<file path="src/rtl/mem_ctrl_pkg.sv">
// Shared constants for the byte-serial memory controller: FSM encodings,
// load/store size codes, the IO window base and common fill values.
package mem_ctrl_pkg;

    localparam logic [1:0] ST_IDLE  = 2'd0;
    localparam logic [1:0] ST_FETCH = 2'd1;
    localparam logic [1:0] ST_LOAD  = 2'd2;
    localparam logic [1:0] ST_STORE = 2'd3;

    typedef enum logic [2:0] {
        F3_B  = 3'b000,
        F3_H  = 3'b001,
        F3_W  = 3'b010,
        F3_BU = 3'b100,
        F3_HU = 3'b101
    } funct3_e;

    localparam logic [31:0] IO_ADDR_DEF = 32'h0003_0000;
    localparam logic        TRUE        = 1'b1;
    localparam logic        FALSE       = 1'b0;
    localparam logic [31:0] ZERO_DATA   = '0;

    // Size code low bits select the byte count; the unsigned variants share it.
    function automatic logic [2:0] beat_count(input logic [2:0] f3);
        case (f3[1:0])
            2'b00:   beat_count = 3'd1;
            2'b01:   beat_count = 3'd2;
            default: beat_count = 3'd4;
        endcase
    endfunction

endpackage

</file>
<file path="src/rtl/mem_ctrl_if.sv">
// Core-side request/response signals and the byte-wide RAM/IO port of the
// memory controller; slave is the controller view, master the environment.
interface mem_ctrl_if #(
    parameter int ADDR_W = 32
);
    logic              in_fetcher_ce;
    logic [ADDR_W-1:0] in_fetcher_addr;
    logic              out_fetcher_ce;
    logic [31:0]       out_fetcher_instr;

    logic              in_slb_ce;
    logic              in_slb_wr;
    logic [2:0]        in_slb_funct3;
    logic [ADDR_W-1:0] in_slb_addr;
    logic [31:0]       in_slb_data;
    logic              out_slb_ce;
    logic [31:0]       out_slb_data;

    logic              in_rob_misbranch;
    logic              in_io_buffer_full;

    logic [7:0]        in_ram_data;
    logic [7:0]        out_ram_data;
    logic [ADDR_W-1:0] out_ram_addr;
    logic              out_ram_wr;

    modport slave (
        input  in_fetcher_ce, in_fetcher_addr,
        input  in_slb_ce, in_slb_wr, in_slb_funct3, in_slb_addr, in_slb_data,
        input  in_rob_misbranch, in_io_buffer_full, in_ram_data,
        output out_fetcher_ce, out_fetcher_instr,
        output out_slb_ce, out_slb_data,
        output out_ram_data, out_ram_addr, out_ram_wr
    );

    modport master (
        output in_fetcher_ce, in_fetcher_addr,
        output in_slb_ce, in_slb_wr, in_slb_funct3, in_slb_addr, in_slb_data,
        output in_rob_misbranch, in_io_buffer_full, in_ram_data,
        input  out_fetcher_ce, out_fetcher_instr,
        input  out_slb_ce, out_slb_data,
        input  out_ram_data, out_ram_addr, out_ram_wr
    );

endinterface

</file>
<file path="src/rtl/mem_ctrl.sv">
// Arbitrates fetches and SLB loads/stores onto a byte-wide RAM/IO port,
// serialising each access into beats and reassembling read data little-endian.
module mem_ctrl
    import mem_ctrl_pkg::*;
#(
    parameter logic [31:0] IO_ADDR = IO_ADDR_DEF,
    parameter int          ADDR_W  = 32
) (
    input  logic      clk,
    input  logic      rst_n,
    input  logic      rdy,
    mem_ctrl_if.slave bus
);

    logic [1:0]        state_q, state_d;
    logic [2:0]        cnt_q, cnt_d;
    logic [23:0]       asm_q, asm_d;

    logic              fetch_pend_q, fetch_pend_d;
    logic [ADDR_W-1:0] fetch_addr_q, fetch_addr_d;
    logic              slb_pend_q, slb_pend_d;
    logic              slb_wr_q, slb_wr_d;
    logic [2:0]        slb_f3_q, slb_f3_d;
    logic [ADDR_W-1:0] slb_addr_q, slb_addr_d;
    logic [31:0]       slb_data_q, slb_data_d;

    logic [ADDR_W-1:0] ram_addr_q, ram_addr_d;
    logic [7:0]        ram_data_q, ram_data_d;
    logic              ram_wr_q, ram_wr_d;
    logic              fce_q, fce_d;
    logic [31:0]       instr_q, instr_d;
    logic              sce_q, sce_d;
    logic [31:0]       sdata_q, sdata_d;

    logic              fetch_done, slb_done, io_block;
    logic [2:0]        n_beats;
    logic [ADDR_W-1:0] base_addr;
    logic [31:0]       rd_word;

    function automatic logic is_io(input logic [ADDR_W-1:0] a);
        is_io = (a[17:16] == IO_ADDR[17:16]);
    endfunction

    function automatic logic [31:0] load_ext(input logic [2:0] f3, input logic [31:0] w);
        case (f3)
            F3_B:    load_ext = {{24{w[7]}}, w[7:0]};
            F3_H:    load_ext = {{16{w[15]}}, w[15:0]};
            F3_BU:   load_ext = {24'b0, w[7:0]};
            F3_HU:   load_ext = {16'b0, w[15:0]};
            default: load_ext = w;
        endcase
    endfunction

    always_comb begin
        n_beats   = (state_q == ST_FETCH) ? 3'd4 : beat_count(slb_f3_q);
        base_addr = (state_q == ST_FETCH) ? fetch_addr_q : slb_addr_q;
        io_block  = slb_wr_q && is_io(slb_addr_q) && bus.in_io_buffer_full;
        // The last byte is taken straight from the port on the done edge.
        case (n_beats)
            3'd1:    rd_word = {24'b0, bus.in_ram_data};
            3'd2:    rd_word = {16'b0, bus.in_ram_data, asm_q[7:0]};
            default: rd_word = {bus.in_ram_data, asm_q};
        endcase
    end

    always_comb begin
        state_d    = state_q;
        cnt_d      = cnt_q;
        asm_d      = asm_q;
        ram_addr_d = ram_addr_q;
        ram_data_d = ram_data_q;
        ram_wr_d   = FALSE;
        fce_d      = FALSE;
        instr_d    = instr_q;
        sce_d      = FALSE;
        sdata_d    = sdata_q;
        fetch_done = FALSE;
        slb_done   = FALSE;

        case (state_q)
            ST_IDLE: begin
                if (slb_pend_q) begin
                    if (!io_block) begin
                        ram_addr_d = slb_addr_q;
                        cnt_d      = 3'd1;
                        if (slb_wr_q) begin
                            state_d    = ST_STORE;
                            ram_wr_d   = TRUE;
                            ram_data_d = slb_data_q[7:0];
                        end else begin
                            state_d = ST_LOAD;
                        end
                    end
                end else if (fetch_pend_q && !bus.in_rob_misbranch) begin
                    state_d    = ST_FETCH;
                    ram_addr_d = fetch_addr_q;
                    cnt_d      = 3'd1;
                end
            end
            ST_FETCH, ST_LOAD: begin
                if (state_q == ST_FETCH && bus.in_rob_misbranch) begin
                    state_d = ST_IDLE;
                    cnt_d   = '0;
                end else begin
                    if (cnt_q < n_beats) ram_addr_d = base_addr + ADDR_W'(cnt_q);
                    // Byte k arrives two edges after its address was driven.
                    case (cnt_q)
                        3'd2:    asm_d[7:0]   = bus.in_ram_data;
                        3'd3:    asm_d[15:8]  = bus.in_ram_data;
                        3'd4:    asm_d[23:16] = bus.in_ram_data;
                        default: ;
                    endcase
                    cnt_d = cnt_q + 3'd1;
                    if (cnt_q == n_beats + 3'd1) begin
                        state_d = ST_IDLE;
                        cnt_d   = '0;
                        if (state_q == ST_FETCH) begin
                            fce_d      = TRUE;
                            instr_d    = rd_word;
                            fetch_done = TRUE;
                        end else begin
                            sce_d    = TRUE;
                            sdata_d  = load_ext(slb_f3_q, rd_word);
                            slb_done = TRUE;
                        end
                    end
                end
            end
            ST_STORE: begin
                if (cnt_q == n_beats) begin
                    state_d  = ST_IDLE;
                    cnt_d    = '0;
                    sce_d    = TRUE;
                    slb_done = TRUE;
                end else if (!io_block) begin
                    ram_addr_d = slb_addr_q + ADDR_W'(cnt_q);
                    ram_data_d = slb_data_q[8*cnt_q[1:0] +: 8];
                    ram_wr_d   = TRUE;
                    cnt_d      = cnt_q + 3'd1;
                end
            end
            default: state_d = ST_IDLE;
        endcase

        // A new request on the same edge as its port's done wins over the clear.
        fetch_pend_d = fetch_pend_q && !fetch_done;
        fetch_addr_d = fetch_addr_q;
        if (bus.in_rob_misbranch) begin
            fetch_pend_d = FALSE;
        end else if (bus.in_fetcher_ce) begin
            fetch_pend_d = TRUE;
            fetch_addr_d = bus.in_fetcher_addr;
        end

        slb_pend_d = slb_pend_q && !slb_done;
        slb_wr_d   = slb_wr_q;
        slb_f3_d   = slb_f3_q;
        slb_addr_d = slb_addr_q;
        slb_data_d = slb_data_q;
        if (bus.in_slb_ce) begin
            slb_pend_d = TRUE;
            slb_wr_d   = bus.in_slb_wr;
            slb_f3_d   = bus.in_slb_funct3;
            slb_addr_d = bus.in_slb_addr;
            slb_data_d = bus.in_slb_data;
        end
    end

    always_ff @(posedge clk or negedge rst_n) begin
        if (!rst_n) begin
            state_q      <= ST_IDLE;
            cnt_q        <= '0;
            asm_q        <= '0;
            fetch_pend_q <= FALSE;
            fetch_addr_q <= '0;
            slb_pend_q   <= FALSE;
            slb_wr_q     <= FALSE;
            slb_f3_q     <= '0;
            slb_addr_q   <= '0;
            slb_data_q   <= ZERO_DATA;
            ram_addr_q   <= '0;
            ram_data_q   <= '0;
            ram_wr_q     <= FALSE;
            fce_q        <= FALSE;
            instr_q      <= ZERO_DATA;
            sce_q        <= FALSE;
            sdata_q      <= ZERO_DATA;
        end else if (rdy) begin
            state_q      <= state_d;
            cnt_q        <= cnt_d;
            asm_q        <= asm_d;
            fetch_pend_q <= fetch_pend_d;
            fetch_addr_q <= fetch_addr_d;
            slb_pend_q   <= slb_pend_d;
            slb_wr_q     <= slb_wr_d;
            slb_f3_q     <= slb_f3_d;
            slb_addr_q   <= slb_addr_d;
            slb_data_q   <= slb_data_d;
            ram_addr_q   <= ram_addr_d;
            ram_data_q   <= ram_data_d;
            ram_wr_q     <= ram_wr_d;
            fce_q        <= fce_d;
            instr_q      <= instr_d;
            sce_q        <= sce_d;
            sdata_q      <= sdata_d;
        end
    end

    assign bus.out_fetcher_ce    = fce_q;
    assign bus.out_fetcher_instr = instr_q;
    assign bus.out_slb_ce        = sce_q;
    assign bus.out_slb_data      = sdata_q;
    assign bus.out_ram_addr      = ram_addr_q;
    assign bus.out_ram_data      = ram_data_q;
    assign bus.out_ram_wr        = ram_wr_q;

endmodule

</file>
<file path="src/flat_wrapper.sv">
// flat-port wrapper written by rule: the top's interface ports become plain ports
module mem_ctrl_flat import mem_ctrl_pkg::*;
#(
    parameter logic [31:0] IO_ADDR = IO_ADDR_DEF,
    parameter int          ADDR_W  = 32
)
  (clk, rst_n, rdy, bus_in_fetcher_ce, bus_in_fetcher_addr, bus_in_slb_ce, bus_in_slb_wr, bus_in_slb_funct3, bus_in_slb_addr, bus_in_slb_data, bus_in_rob_misbranch, bus_in_io_buffer_full, bus_in_ram_data, bus_out_fetcher_ce, bus_out_fetcher_instr, bus_out_slb_ce, bus_out_slb_data, bus_out_ram_data, bus_out_ram_addr, bus_out_ram_wr);
  mem_ctrl_if #(.ADDR_W(ADDR_W)) bus_i ();
  input  logic clk;
  input  logic rst_n;
  input  logic rdy;
  input wire logic [$bits(bus_i.in_fetcher_ce)-1:0] bus_in_fetcher_ce;
  input wire logic [$bits(bus_i.in_fetcher_addr)-1:0] bus_in_fetcher_addr;
  input wire logic [$bits(bus_i.in_slb_ce)-1:0] bus_in_slb_ce;
  input wire logic [$bits(bus_i.in_slb_wr)-1:0] bus_in_slb_wr;
  input wire logic [$bits(bus_i.in_slb_funct3)-1:0] bus_in_slb_funct3;
  input wire logic [$bits(bus_i.in_slb_addr)-1:0] bus_in_slb_addr;
  input wire logic [$bits(bus_i.in_slb_data)-1:0] bus_in_slb_data;
  input wire logic [$bits(bus_i.in_rob_misbranch)-1:0] bus_in_rob_misbranch;
  input wire logic [$bits(bus_i.in_io_buffer_full)-1:0] bus_in_io_buffer_full;
  input wire logic [$bits(bus_i.in_ram_data)-1:0] bus_in_ram_data;
  output wire logic [$bits(bus_i.out_fetcher_ce)-1:0] bus_out_fetcher_ce;
  output wire logic [$bits(bus_i.out_fetcher_instr)-1:0] bus_out_fetcher_instr;
  output wire logic [$bits(bus_i.out_slb_ce)-1:0] bus_out_slb_ce;
  output wire logic [$bits(bus_i.out_slb_data)-1:0] bus_out_slb_data;
  output wire logic [$bits(bus_i.out_ram_data)-1:0] bus_out_ram_data;
  output wire logic [$bits(bus_i.out_ram_addr)-1:0] bus_out_ram_addr;
  output wire logic [$bits(bus_i.out_ram_wr)-1:0] bus_out_ram_wr;
  assign bus_i.in_fetcher_ce = bus_in_fetcher_ce;
  assign bus_i.in_fetcher_addr = bus_in_fetcher_addr;
  assign bus_i.in_slb_ce = bus_in_slb_ce;
  assign bus_i.in_slb_wr = bus_in_slb_wr;
  assign bus_i.in_slb_funct3 = bus_in_slb_funct3;
  assign bus_i.in_slb_addr = bus_in_slb_addr;
  assign bus_i.in_slb_data = bus_in_slb_data;
  assign bus_i.in_rob_misbranch = bus_in_rob_misbranch;
  assign bus_i.in_io_buffer_full = bus_in_io_buffer_full;
  assign bus_i.in_ram_data = bus_in_ram_data;
  assign bus_out_fetcher_ce = bus_i.out_fetcher_ce;
  assign bus_out_fetcher_instr = bus_i.out_fetcher_instr;
  assign bus_out_slb_ce = bus_i.out_slb_ce;
  assign bus_out_slb_data = bus_i.out_slb_data;
  assign bus_out_ram_data = bus_i.out_ram_data;
  assign bus_out_ram_addr = bus_i.out_ram_addr;
  assign bus_out_ram_wr = bus_i.out_ram_wr;
  mem_ctrl #(.IO_ADDR(IO_ADDR), .ADDR_W(ADDR_W)) u_core (.clk(clk), .rst_n(rst_n), .rdy(rdy), .bus(bus_i));
endmodule
</file>
<file path="config.mk">
export PLATFORM = sky130hd
export DESIGN_NAME = mem_ctrl_flat
export DESIGN_NICKNAME = d
export VERILOG_FILES = /design/src/rtl/mem_ctrl_pkg.sv /design/src/rtl/mem_ctrl_if.sv /design/src/rtl/mem_ctrl.sv /design/src/flat_wrapper.sv
export SDC_FILE = /design/constraint.sdc
export NUM_CORES = 1
export LEC_CHECK = 0
export BUFFER_PORTS_ARGS = -buffer_cell sky130_fd_sc_hd__buf_4
export CAP_MARGIN = 20
export CELL_PAD_IN_SITES_DETAIL_PLACEMENT = 1
export CELL_PAD_IN_SITES_GLOBAL_PLACEMENT = 1
export CORE_MARGIN = 2
export CORE_UTILIZATION = 44
export CTS_CLUSTER_DIAMETER = 50
export DETAILED_ROUTE_END_ITERATION = 8
export GPL_ROUTABILITY_DRIVEN = 0
export PLACE_DENSITY = 0.84
export REMOVE_ABC_BUFFERS = 1
export SYNTH_ARGS = -nofsm -noshare
export SYNTH_HDL_FRONTEND = slang
export SYNTH_SLANG_ARGS = --single-unit
</file>
<file path="constraint.sdc">
create_clock -name clk -period 5.3 [get_ports clk]
set_clock_uncertainty 0.2 [all_clocks]
set_input_delay 0.795 -clock clk [delete_from_list [all_inputs] [get_ports clk]]
set_output_delay 0.795 -clock clk [all_outputs]
set_load 0.05 [all_outputs]
</file>
# ---- Word-level counts from Yosys, hierarchy flattened
# Index checks and enable logic that the tools add are counted.
dict set report totals {
  elab_cells 133
  register_bits 238
  input_bits 115
  output_inout_bits 107
}
dict set report classes {
  n_reduce_logical 25
  shifts 1
  magnitude_cmp 1
  bitwise_logic 3
  eq_ne 27
  add_sub_neg 4
  n_mux 53
}
# op count
set op_table {}
lappend op_table {{$mux 32} 8}
lappend op_table {{$pmux 32 s4} 1}
lappend op_table {{$pmux 32 s3} 1}
lappend op_table {{$add 32x3->32} 2}
lappend op_table {{$pmux 32 s2} 1}
lappend op_table {{$mux 8} 5}
lappend op_table {{$shiftx 32x6->8} 1}
lappend op_table {{$mux 3} 8}
lappend op_table {{$mux 1} 17}
lappend op_table {{$pmux 8 s2} 1}
lappend op_table {{$reduce_and 4->1} 4}
lappend op_table {{$reduce_and 5->1} 3}
lappend op_table {{$reduce_and 7->1} 2}
lappend op_table {{$mux 2} 6}
lappend op_table {{$eq 3x2->1 const B} 3}
lappend op_table {{$eq 3x3->1 const B} 3}
lappend op_table {{$pmux 3 s3} 1}
lappend op_table {{$ne 2x1->1 const B} 4}
lappend op_table {{$ne 2x2->1 const B} 4}
lappend op_table {{$add 3x1->3 const B} 2}
lappend op_table {{$eq 2x2->1 const B} 3}
lappend op_table {{$eq 3x1->1 const B} 2}
lappend op_table {{$eq 3x3->1} 2}
lappend op_table {{$logic_and 1x1->1} 6}
lappend op_table {{15 further kinds} 24}

# ---- Logic depth before layout (Yosys ltp)
# Gate-level depths: netlist of run 1.
dict set report logic_depth {
  depth_word 12
  mapped_depth 19
  ltp_nobuf 14
}

# ---- Worst setup path after synthesis of run 1
# Ideal clock, no wire load.
dict set report synth_timing {
  path_kind {reg-to-reg}
  start {register u_core.state_q[1]}
  end {register u_core.ram_addr_q[22] (netlist: u_core.bus.out_ram_addr[22])}
  required_time_ns 4.962
  setup_slack_ns 1.521
  synth_period_minus_slack_ns 3.779
  arrival_time_ns 3.441
  setup_ns 0.138
  path_stages_with_launch 20
  path_buffers 5
  cell_sequence {dfrtp_1 -> inv_1 -> ha_1 -> nor2b_1 -> buf_2 -> buf_4 -> buf_2 -> buf_2 -> nand2_1 -> nand2_1 -> ha_1 -> inv_1 -> fa_1 -> nor2b_1 -> or2_2 -> clkbuf_1 -> nand4_1 -> nor4_1 -> xor2_1 -> o221ai_1}
}
dict set report synth_via {
  elab_chain_len 6
  word_cells_on_any_way 21
  cone_classes {add/sub: 1; order compare: 1; eq/ne: 10; mux: 5; reduce/logical: 4}
}
# item line
set synth_rtl {}
lappend synth_rtl {{start: declaration} mem_ctrl.sv:15} ;# logic [1:0] state_q, state_d;
lappend synth_rtl {{start signal: assignment} mem_ctrl.sv:189} ;# state_q <= state_d;
lappend synth_rtl {{$eq 2x1->1} -}
lappend synth_rtl {{$mux 32} mem_ctrl.sv:56} ;# base_addr = (state_q == ST_FETCH) ? fetch_addr_q : slb_addr_q;
lappend synth_rtl {{$add 32x3->32} mem_ctrl.sv:105} ;# if (cnt_q < n_beats) ram_addr_d = base_addr + ADDR_W'(cnt_q);
lappend synth_rtl {{$mux 32} mem_ctrl.sv:105}
lappend synth_rtl {{$mux 32} mem_ctrl.sv:101} ;# if (state_q == ST_FETCH && bus.in_rob_misbranch) begin
lappend synth_rtl {{$pmux 32 s3} mem_ctrl.sv:80} ;# case (state_q)
lappend synth_rtl {{end signal: assignment} mem_ctrl.sv:199} ;# ram_addr_q <= ram_addr_d;
lappend synth_rtl {{end: declaration} mem_ctrl.sv:27} ;# logic [ADDR_W-1:0] ram_addr_q, ram_addr_d;
# Several ways; a longest one is shown, not always the timed one. The select of a mux whose other input is x is not followed.
# A chain may end at the register's enable or synchronous reset.

# ---- Worst setup path after layout of run 1
dict set report layout_timing {
  start {register u_core.state_q[1]}
  end {register u_core.ram_addr_q[16] (netlist: u_core.bus.out_ram_addr[16])}
}
# Same word-level chain as after synthesis.

==> metrics.yaml, run 1 <==
placement:
  dpl.hpwl_um: 25300
  post-place-ws_ns: 1.29
  numPortBuffers: 221
floorplanning:
  initial_utilization_pct: 44.8
  die_height_um: 170
  rows: 60
  pin_count: 222
  die-area_sq_um: 28900
  die_w_um: 170
  coreArea_sq_um: 27000
yosys:
  yosysSeqAreaShare_pct: 49.2
  synth_cells: 1138
  async_flop_share_pct: 100
  yosysWarningCount: 0
  synth_seq_cells: 238
  synth_area_sq_um: 12100
  synth_cell_types: 76
  synth.avg_cell_area_sq_um: 10.6
  synth_edf_count: 0
  synthFlopType: "dfrtp_1"
setup_path:
  start_kind: "register"
  end_kind: "register"
  path_max_fanout: 19
  required_ns: 5.59
  critical_path_class: "reg -> reg"
  arrival_ns: 4.38
cells_and_area:
  nets: 1467
  final_cell_mix: "dfrtp_1, buf_4, nand2_1"
  layout-drive-gt1-share_pct: 34.6
  n_fill_cell: 2939
  final_common_cell: "dfrtp_1"
  syn_to_final_growth_pct: 24.8
  antenna_cells: 0
clock_network:
  insertion_delay_ns: 0.57
  clk_pin_slew_ns: 0.06
  cts_max_level: 1
  cts_buffers: 31
  cts_resized: 0
  cts_hold_buf: 0
  cts_tree: "yes"
  cts.path.max_buffers: 3
  root_buffer: "clkbuf_16"
  clkSinkCount: 238
  cts_setup_buffers: 0
status:
  status: "completed"
global_route:
  first_global_vias: 10600
  overflow: 0
  grt_max_degree: 127
  antenna_found_initial: 1
  grt_pass1_wl_um: 60100
  track_usage_pct: 26.4
timing:
  fmax_ghz: 0.245
  rsz0062_at_grt: "false"
  hold_violations: 0
  worst_pin_slew_ns: 1.10
  finalCritPeriodShare_pct: 77.2
  fin_ws_ns: 1.21
  setup_tns_ns: 0
  period_minus_slack_ns: 4.09
  slew_headroom_pct: 26.3
  finalSetupViolCount: 0
  drv_slew: 0
power_and_ir_drop:
  intPower_w: 0.00487
  p_sw_share_pct: 42.4
  seqPwrFrac_pct: 32.4
  comb_power_share_pct: 41.7
  p_switching_w: 0.00359
  pwr-share-clk_pct: 25.9
  powerDensity_nw_per_um2: 560
  cellLeakagePower_nw: 6.93
  ir_worst_vdd_uv: 293
route:
  via_per_inst: 5.93
  vias: 10100
  routedWlPerCell_um: 22.4
  drt-total-wl_um: 38200
  drc_errors: 0
  ant_nets: 0
  drt_iter0_markers: 812
  first_pass_iters: 5
run:
  cap_viol_max_count: 0
hold_path:
  min_path_type: "in -> async"
[power by group through the flow]
stage          combinational, W  clock (W)  sequential (W)
2_1_floorplan           0.00150          0         0.00350
3_3_place_gp            0.00337          0         0.00273
3_5_place_dp            0.00349          0         0.00275
4_1_cts                 0.00353    0.00222         0.00273
5_1_grt                 0.00377    0.00230         0.00280
6_report                0.00353    0.00219         0.00274
[logic make-up after synthesis]
| group | Yosys count | share of synthesized area (%) |
|---|---|---|
| flip-flops | 238 | 49.2 |
| XOR/XNOR | 13 | 0.940 |
| adder cells (fa/ha/maj) | 14 | 1.51 |
| AO/OA/AOI/OAI | 242 | 12.8 |
| buffers and inverters | 89 | 3.42 |
| AND/OR/NAND/NOR | 335 | 13.1 |
| multiplexers | 207 | 19.0 |
[synthesized netlist by cell type, types with 12 or more instances]
cell        n  share of area (%)
a21oi_1    48                2.0
a22o_1     13               0.94
and3_1     13               0.67
buf_2      13               0.54
clkbuf_1   38                1.2
dfrtp_1   238                 49
ha_1       13                1.3
inv_1      17               0.53
mux2_2    153                 14
mux2i_1    48                4.0
nand2_1   193                6.0
nand3_1    23               0.95
nand4_1    12               0.62
nor2_1     35                1.1
o21ai_0    82                3.4
[state kept, by name (all words and copies together) (netlist names)]
name	count
u_core.asm_q	24
u_core.bus.out_fetcher_ce	1
u_core.bus.out_fetcher_instr	32
u_core.bus.out_ram_addr	32
u_core.bus.out_ram_data	8
u_core.bus.out_ram_wr	1
u_core.bus.out_slb_ce	1
u_core.bus.out_slb_data	32
u_core.cnt_q	3
u_core.fetch_addr_q	32
u_core.fetch_pend_q	1
u_core.slb_addr_q	32
u_core.slb_data_q	32
u_core.slb_f3_q	3
u_core.slb_pend_q	1
u_core.slb_wr_q	1
u_core.state_q	2
[worst max-delay path, cell delays in order, from the launching register on]
cell      delay (ns)
dfrtp_1         0.37
inv_1           0.09
ha_1            0.19
or2_1           0.24
clkinv_1        0.18
and2_1          0.40
inv_1           0.11
ha_1            0.21
a221o_1         0.34
o21ai_1         0.20
and3_1          0.92
o221ai_1        0.34
o21ai_1         0.22
[worst paths after layout]
check | startpoint | depth (start not counted) | end | slack (ns)
setup / recovery | u_core.state_q[1]$_DFFE_PN0P_ | 12 | u_core.bus.out_ram_addr[16]$_DFFE_PN0P_ | 1.21
hold / removal | rst_n | 1 | u_core.bus.out_fetcher_instr[1]$_DFFE_PN0P_ | 0.13
setup reg to reg | u_core.state_q[1]$_DFFE_PN0P_ | 12 | u_core.bus.out_ram_addr[16]$_DFFE_PN0P_ | 1.21
hold reg to reg | u_core.bus.out_slb_data[1]$_DFFE_PN0P_ | 2 | u_core.bus.out_slb_data[1]$_DFFE_PN0P_ | 0.28
max in group asynchronous | rst_n | 2 | u_core.bus.out_fetcher_instr[13]$_DFFE_PN0P_ | 3.57
min in group clk | bus_in_slb_data[8] | 2 | u_core.slb_data_q[8]$_DFFE_PN0P_ | 0.25
[layout make-up]
cell class              instances  area [sq um]  area share (%)
flip-flops and latches        238          5960            39.4
multi-input cells             811          5770            38.2
repair buffers                238          1820            12.0
clock buffers                  43           871            5.76
well taps                     341           427            2.82
clock inverters                13           204            1.35
inverters                      18          67.6           0.447
[metrics by stage]
stage / power (W) / utilization, % / hold slack (ns) / instances / cell area [sq um]
2_1_floorplan: 0.00501 / - / 0.271 / 1067 / 11800
3_3_place_gp: 0.00610 / 51.9 / 0.264 / 1645 / 14000
3_5_place_dp: 0.00624 / 51.9 / 0.276 / 1645 / 14000
4_1_cts: 0.00849 / 55.8 / 0.185 / 1701 / 15100
5_1_grt: 0.00887 / 55.9 / 0.130 / 1702 / 15100
6_report: 0.00846 / 55.9 / 0.130 / 1702 / 15100
[per-layer routing]
layer / vias to the layer above / GRT usage [%] / wire length [um]
li1: 4517 / - / -
met1: 5155 / 34.9 / 16100
met2: 363 / 45.3 / 19000
met3: 61 / 4.00 / 2200
met4: 2 / 7.36 / 887
met5: - / 0 / 13
Power figures use the tool's default switching activity.
==> inputs of run 2 (changes only) <==
--- a/config.mk
+++ b/config.mk
@@ -5,12 +5,13 @@
 export SDC_FILE = /design/constraint.sdc
 export NUM_CORES = 1
 export LEC_CHECK = 0
+export ABC_AREA = 1
 export BUFFER_PORTS_ARGS = -buffer_cell sky130_fd_sc_hd__buf_4
 export CAP_MARGIN = 20
 export CELL_PAD_IN_SITES_DETAIL_PLACEMENT = 1
 export CELL_PAD_IN_SITES_GLOBAL_PLACEMENT = 1
 export CORE_MARGIN = 2
-export CORE_UTILIZATION = 44
+export CORE_UTILIZATION = 42
 export CTS_CLUSTER_DIAMETER = 50
 export DETAILED_ROUTE_END_ITERATION = 8
 export GPL_ROUTABILITY_DRIVEN = 0
==> constraint.sdc (replaced) <==
create_clock -name clk -period 4.2 [get_ports clk]
set_clock_uncertainty 0.2 [all_clocks]
set_input_delay 0.63 -clock clk [delete_from_list [all_inputs] [get_ports clk]]
set_output_delay 0.63 -clock clk [all_outputs]
set_load 0.05 [all_outputs]
==> run 2 against run 1 <==
  * Global-route usage is 0.083 points higher
  * Wire length is 6.2% higher
  * Worst hold slack better by 0.010 ns
  * Synthesized cell count is 33% higher
  * Sequential share of layout area is 0.65 points lower
  * Largest power group unchanged
==> metrics.yaml, run 2 <==
setup_path:
  cpPeakStageDelay_ns: 0.42  # -0.50 ns
  slowest_stage: "fa_1"
  end_kind: "register"
  rr_worst_depth: 17  # +5
  arrival_ns: 3.71  # -0.67 ns
  crit_start: "u_core.state_q[1]$_DFFE_PN0P_"
  cp_cell_sequence: "inv_1 > ha_1 > nand2_4 > o21ai_0 > ha_1 > inv_1 > fa_1 > nor2_1 > nor2_1 > nor2_4 > nand3_2 > inv_2 > nand2_1 > nor2_1 > nand2_1 > nand3_1 > a21oi_1"
  critical_path_class: "reg -> reg"
  rr_endpoint: "u_core.bus.out_ram_addr[18]$_DFFE_PN0P_"
  r2r_setup_slack_ns: 0.67  # -0.54 ns
  cp_common_cell: "nor2_1"
  regToRegStartpoint: "u_core.state_q[1]$_DFFE_PN0P_"
  path_max_fanout: 26  # +7
  start_kind: "register"
  required_ns: 4.39  # -1.20 ns
  endpoint: "u_core.bus.out_ram_addr[18]$_DFFE_PN0P_"
cells_and_area:
  layout-drive-gt1-share_pct: 24.3  # -10 points
  n_fill_cell: 3519  # +20%
  final_common_cell: "nand2_1"
  fin_util_pct: 53.4  # -2.5 points
  syn_to_final_growth_pct: 24.9
  fin_cells: 2117  # +24%
  final_cell_mix: "nand2_1, dfrtp_1, buf_4"
  nets: 1839  # +25%
  antenna_cells: 0  # unchanged
floorplanning:
  die_w_um: 175  # +3.1%
  coreArea_sq_um: 28800  # +6.5%
  die_height_um: 175  # +3.1%
  initial_utilization_pct: 42.8  # -2.1 points
  die-area_sq_um: 30700  # +6.3%
  pin_count: 222  # unchanged
  rows: 62  # +3.3%
yosys:
  synth_area_sq_um: 12300  # +1.6%
  synth.avg_cell_area_sq_um: 8.15  # -23%
  synth_seq_cells: 238  # unchanged
  synthFlopType: "dfrtp_1"
  synth_area_leaders: "dfrtp_1, nand2_1, a21oi_1"
  yosysWarningCount: 0  # unchanged
  yosysSeqAreaShare_pct: 48.4  # -0.76 points
  synth.largest_area_cell: "dfrtp_1"
  yosysTopAreaCellShare_pct: 48.4  # -0.76 points
  async_flop_share_pct: 100  # unchanged
  synth_cells: 1509  # +33%
  yosysMostFrequentCell: "nand2_1"
  synth_cell_types: 42  # -45%
  synth_edf_count: 0  # unchanged
  synth_common_cells: "nand2_1, dfrtp_1, nor2_1"
timing:
  slew_headroom_pct: 49.9  # +24 points
  fmax_ghz: 0.283  # +16%
  hold_violations: 0  # unchanged
  finalCritPeriodShare_pct: 84.0  # +6.8 points
  worst_pin_slew_ns: 0.752  # -0.349 ns
  period_minus_slack_ns: 3.53  # -0.562 ns
  finalSetupViolCount: 0  # unchanged
  setup_tns_ns: 0  # unchanged
  fin_ws_ns: 0.672  # -0.538 ns
  drv_slew: 0  # unchanged
  rsz0062_at_grt: "false"
placement:
  post-place-ws_ns: 0.747  # -0.539 ns
  dpl.cell_count: 2057  # +25%
  numPortBuffers: 221  # unchanged
  dpl.hpwl_um: 28300  # +12%
global_route:
  antenna_found_initial: 0  # -1
  grt_use_met2_pct: 45.0  # -0.26 points
  grt_use_met3_pct: 3.94  # -0.062 points
  track_usage_pct: 26.5  # +0.083 points
  grt_max_degree: 99  # -22%
  first_global_vias: 12000  # +13%
  busiest_layer: "met2"
  overflow: 0  # unchanged
  grt_util_met1_pct: 34.5  # -0.47 points
  grt_pass1_wl_um: 64600  # +7.6%
clock_network:
  cts_hold_buf: 1  # +1
  insertion_delay_ns: 0.52  # -0.05 ns
  cts_max_level: 2  # +1
  cts_buffers: 34  # +9.7%
  cts_resized: 0  # unchanged
  cts.path.max_buffers: 3  # unchanged
  root_buffer: "clkbuf_16"
  cts_setup_buffers: 0  # unchanged
  clkSinkCount: 238  # unchanged
  cts_tree: "yes"
  clk_pin_slew_ns: 0.05  # about the same
route:
  drc_errors: 0  # unchanged
  vias: 11400  # +13%
  via_per_inst: 5.39  # -9.1%
  first_pass_iters: 5  # unchanged
  routedWlPerCell_um: 19.2  # -15%
  drt_iter0_markers: 742  # -8.6%
  drt-total-wl_um: 40500  # +6.2%
  ant_nets: 0  # unchanged
power_and_ir_drop:
  cellLeakagePower_nw: 7.64  # +10%
  p_switching_w: 0.00572  # +59%
  ir_worst_vdd_uv: 371  # +27%
  p_total_w: 0.0122  # +45%
  intPower_w: 0.00651  # +34%
  pwr-share-clk_pct: 23.7  # -2.2 points
  comb_power_share_pct: 47.1  # +5.4 points
  p_sw_share_pct: 46.8  # +4.3 points
  seqPwrFrac_pct: 29.3  # -3.1 points
  powerDensity_nw_per_um2: 796  # +42%
status:
  status: "completed"
run:
  cap_viol_max_count: 0  # unchanged
hold_path:
  min_path_type: "in -> reg"
run 2: layer usage:
| layer | part of all wire [%] | vias to the layer above |
|---|---|---|
| li1 | - | 5311 |
| met1 | 43 | 5679 |
| met3 | 4.9 | 80 |
| met4 | 2.9 | 0 |
| met2 | 49 | 344 |
| met5 | 0 | - |
run 2: worst min path at each step:
stage	startpoint	end	slack [ns]	depth (start not counted)
after floorplan	rst_n	u_core.asm_q[0]$_DFFE_PN0P_	0.13	0
after detailed placement	u_core.bus.out_slb_data[2]$_DFFE_PN0P_	u_core.bus.out_slb_data[2]$_DFFE_PN0P_	0.27	2
after global placement	u_core.bus.out_slb_data[7]$_DFFE_PN0P_	u_core.bus.out_slb_data[7]$_DFFE_PN0P_	0.26	2
after CTS	bus_in_fetcher_addr[4]	u_core.fetch_addr_q[4]$_DFFE_PN0P_	0.13	2
after global routing	bus_in_slb_data[5]	u_core.slb_data_q[5]$_DFFE_PN0P_	0.13	2
final	bus_in_fetcher_addr[7]	u_core.fetch_addr_q[7]$_DFFE_PN0P_	0.14	2
run 2: power groups by stage:
stage                     Clock [W]  Sequential [W]  Combinational [W]
after CTS                   0.00294         0.00357            0.00575
after floorplan                   0         0.00492            0.00237
after detailed placement          0         0.00359            0.00570
final                       0.00290         0.00358            0.00576
after global routing        0.00303         0.00365            0.00623
after global placement            0         0.00357            0.00549
run 2: cells by family (layout without fill, tap and decap cells):
logic type / Yosys count / count (layout) / share of synthesized area [%]
adder cells (fa/ha/maj): 14 / 14 / 1.48
AO/OA/AOI/OAI: 312 / 312 / 14.3
XOR/XNOR: 7 / 7 / 0.498
flip-flops: 238 / 238 / 48.4
AND/OR/NAND/NOR: 693 / 693 / 23.6
buffers and inverters: 196 / 420 / 7.24
multiplexers: 49 / 49 / 4.48
run 2: area by class of cell:
class	count	area (sq um)	area share, %
Sequential cell	238	5960	38.8
Multi-Input combinational cell	1075	5470	35.6
Timing Repair Buffer	242	1860	12.1
Clock buffer	43	956	6.22
Tap cell	384	480	3.13
Inverter	119	457	2.97
Clock inverter	16	185	1.20
run 2: critical path: cells and delay by family (launching register included):
kind,cells,cell delay [ns]
AOI/OAI and AO/OA,2,0.31
adders and majority gates,3,0.95
buffers and inverters,3,0.32
DFF,1,0.38
and+or+nand+nor,9,1.23
run 2: through the flow:
| step | hold slack, ns | instance area (sq um) |
|---|---|---|
| 3_3_place_gp | 0.259 | 14200 |
| 5_1_grt | 0.134 | 15400 |
| 2_1_floorplan | 0.134 | 11900 |
| 6_report | 0.140 | 15400 |
| 4_1_cts | 0.126 | 15400 |
| 3_5_place_dp | 0.269 | 14200 |
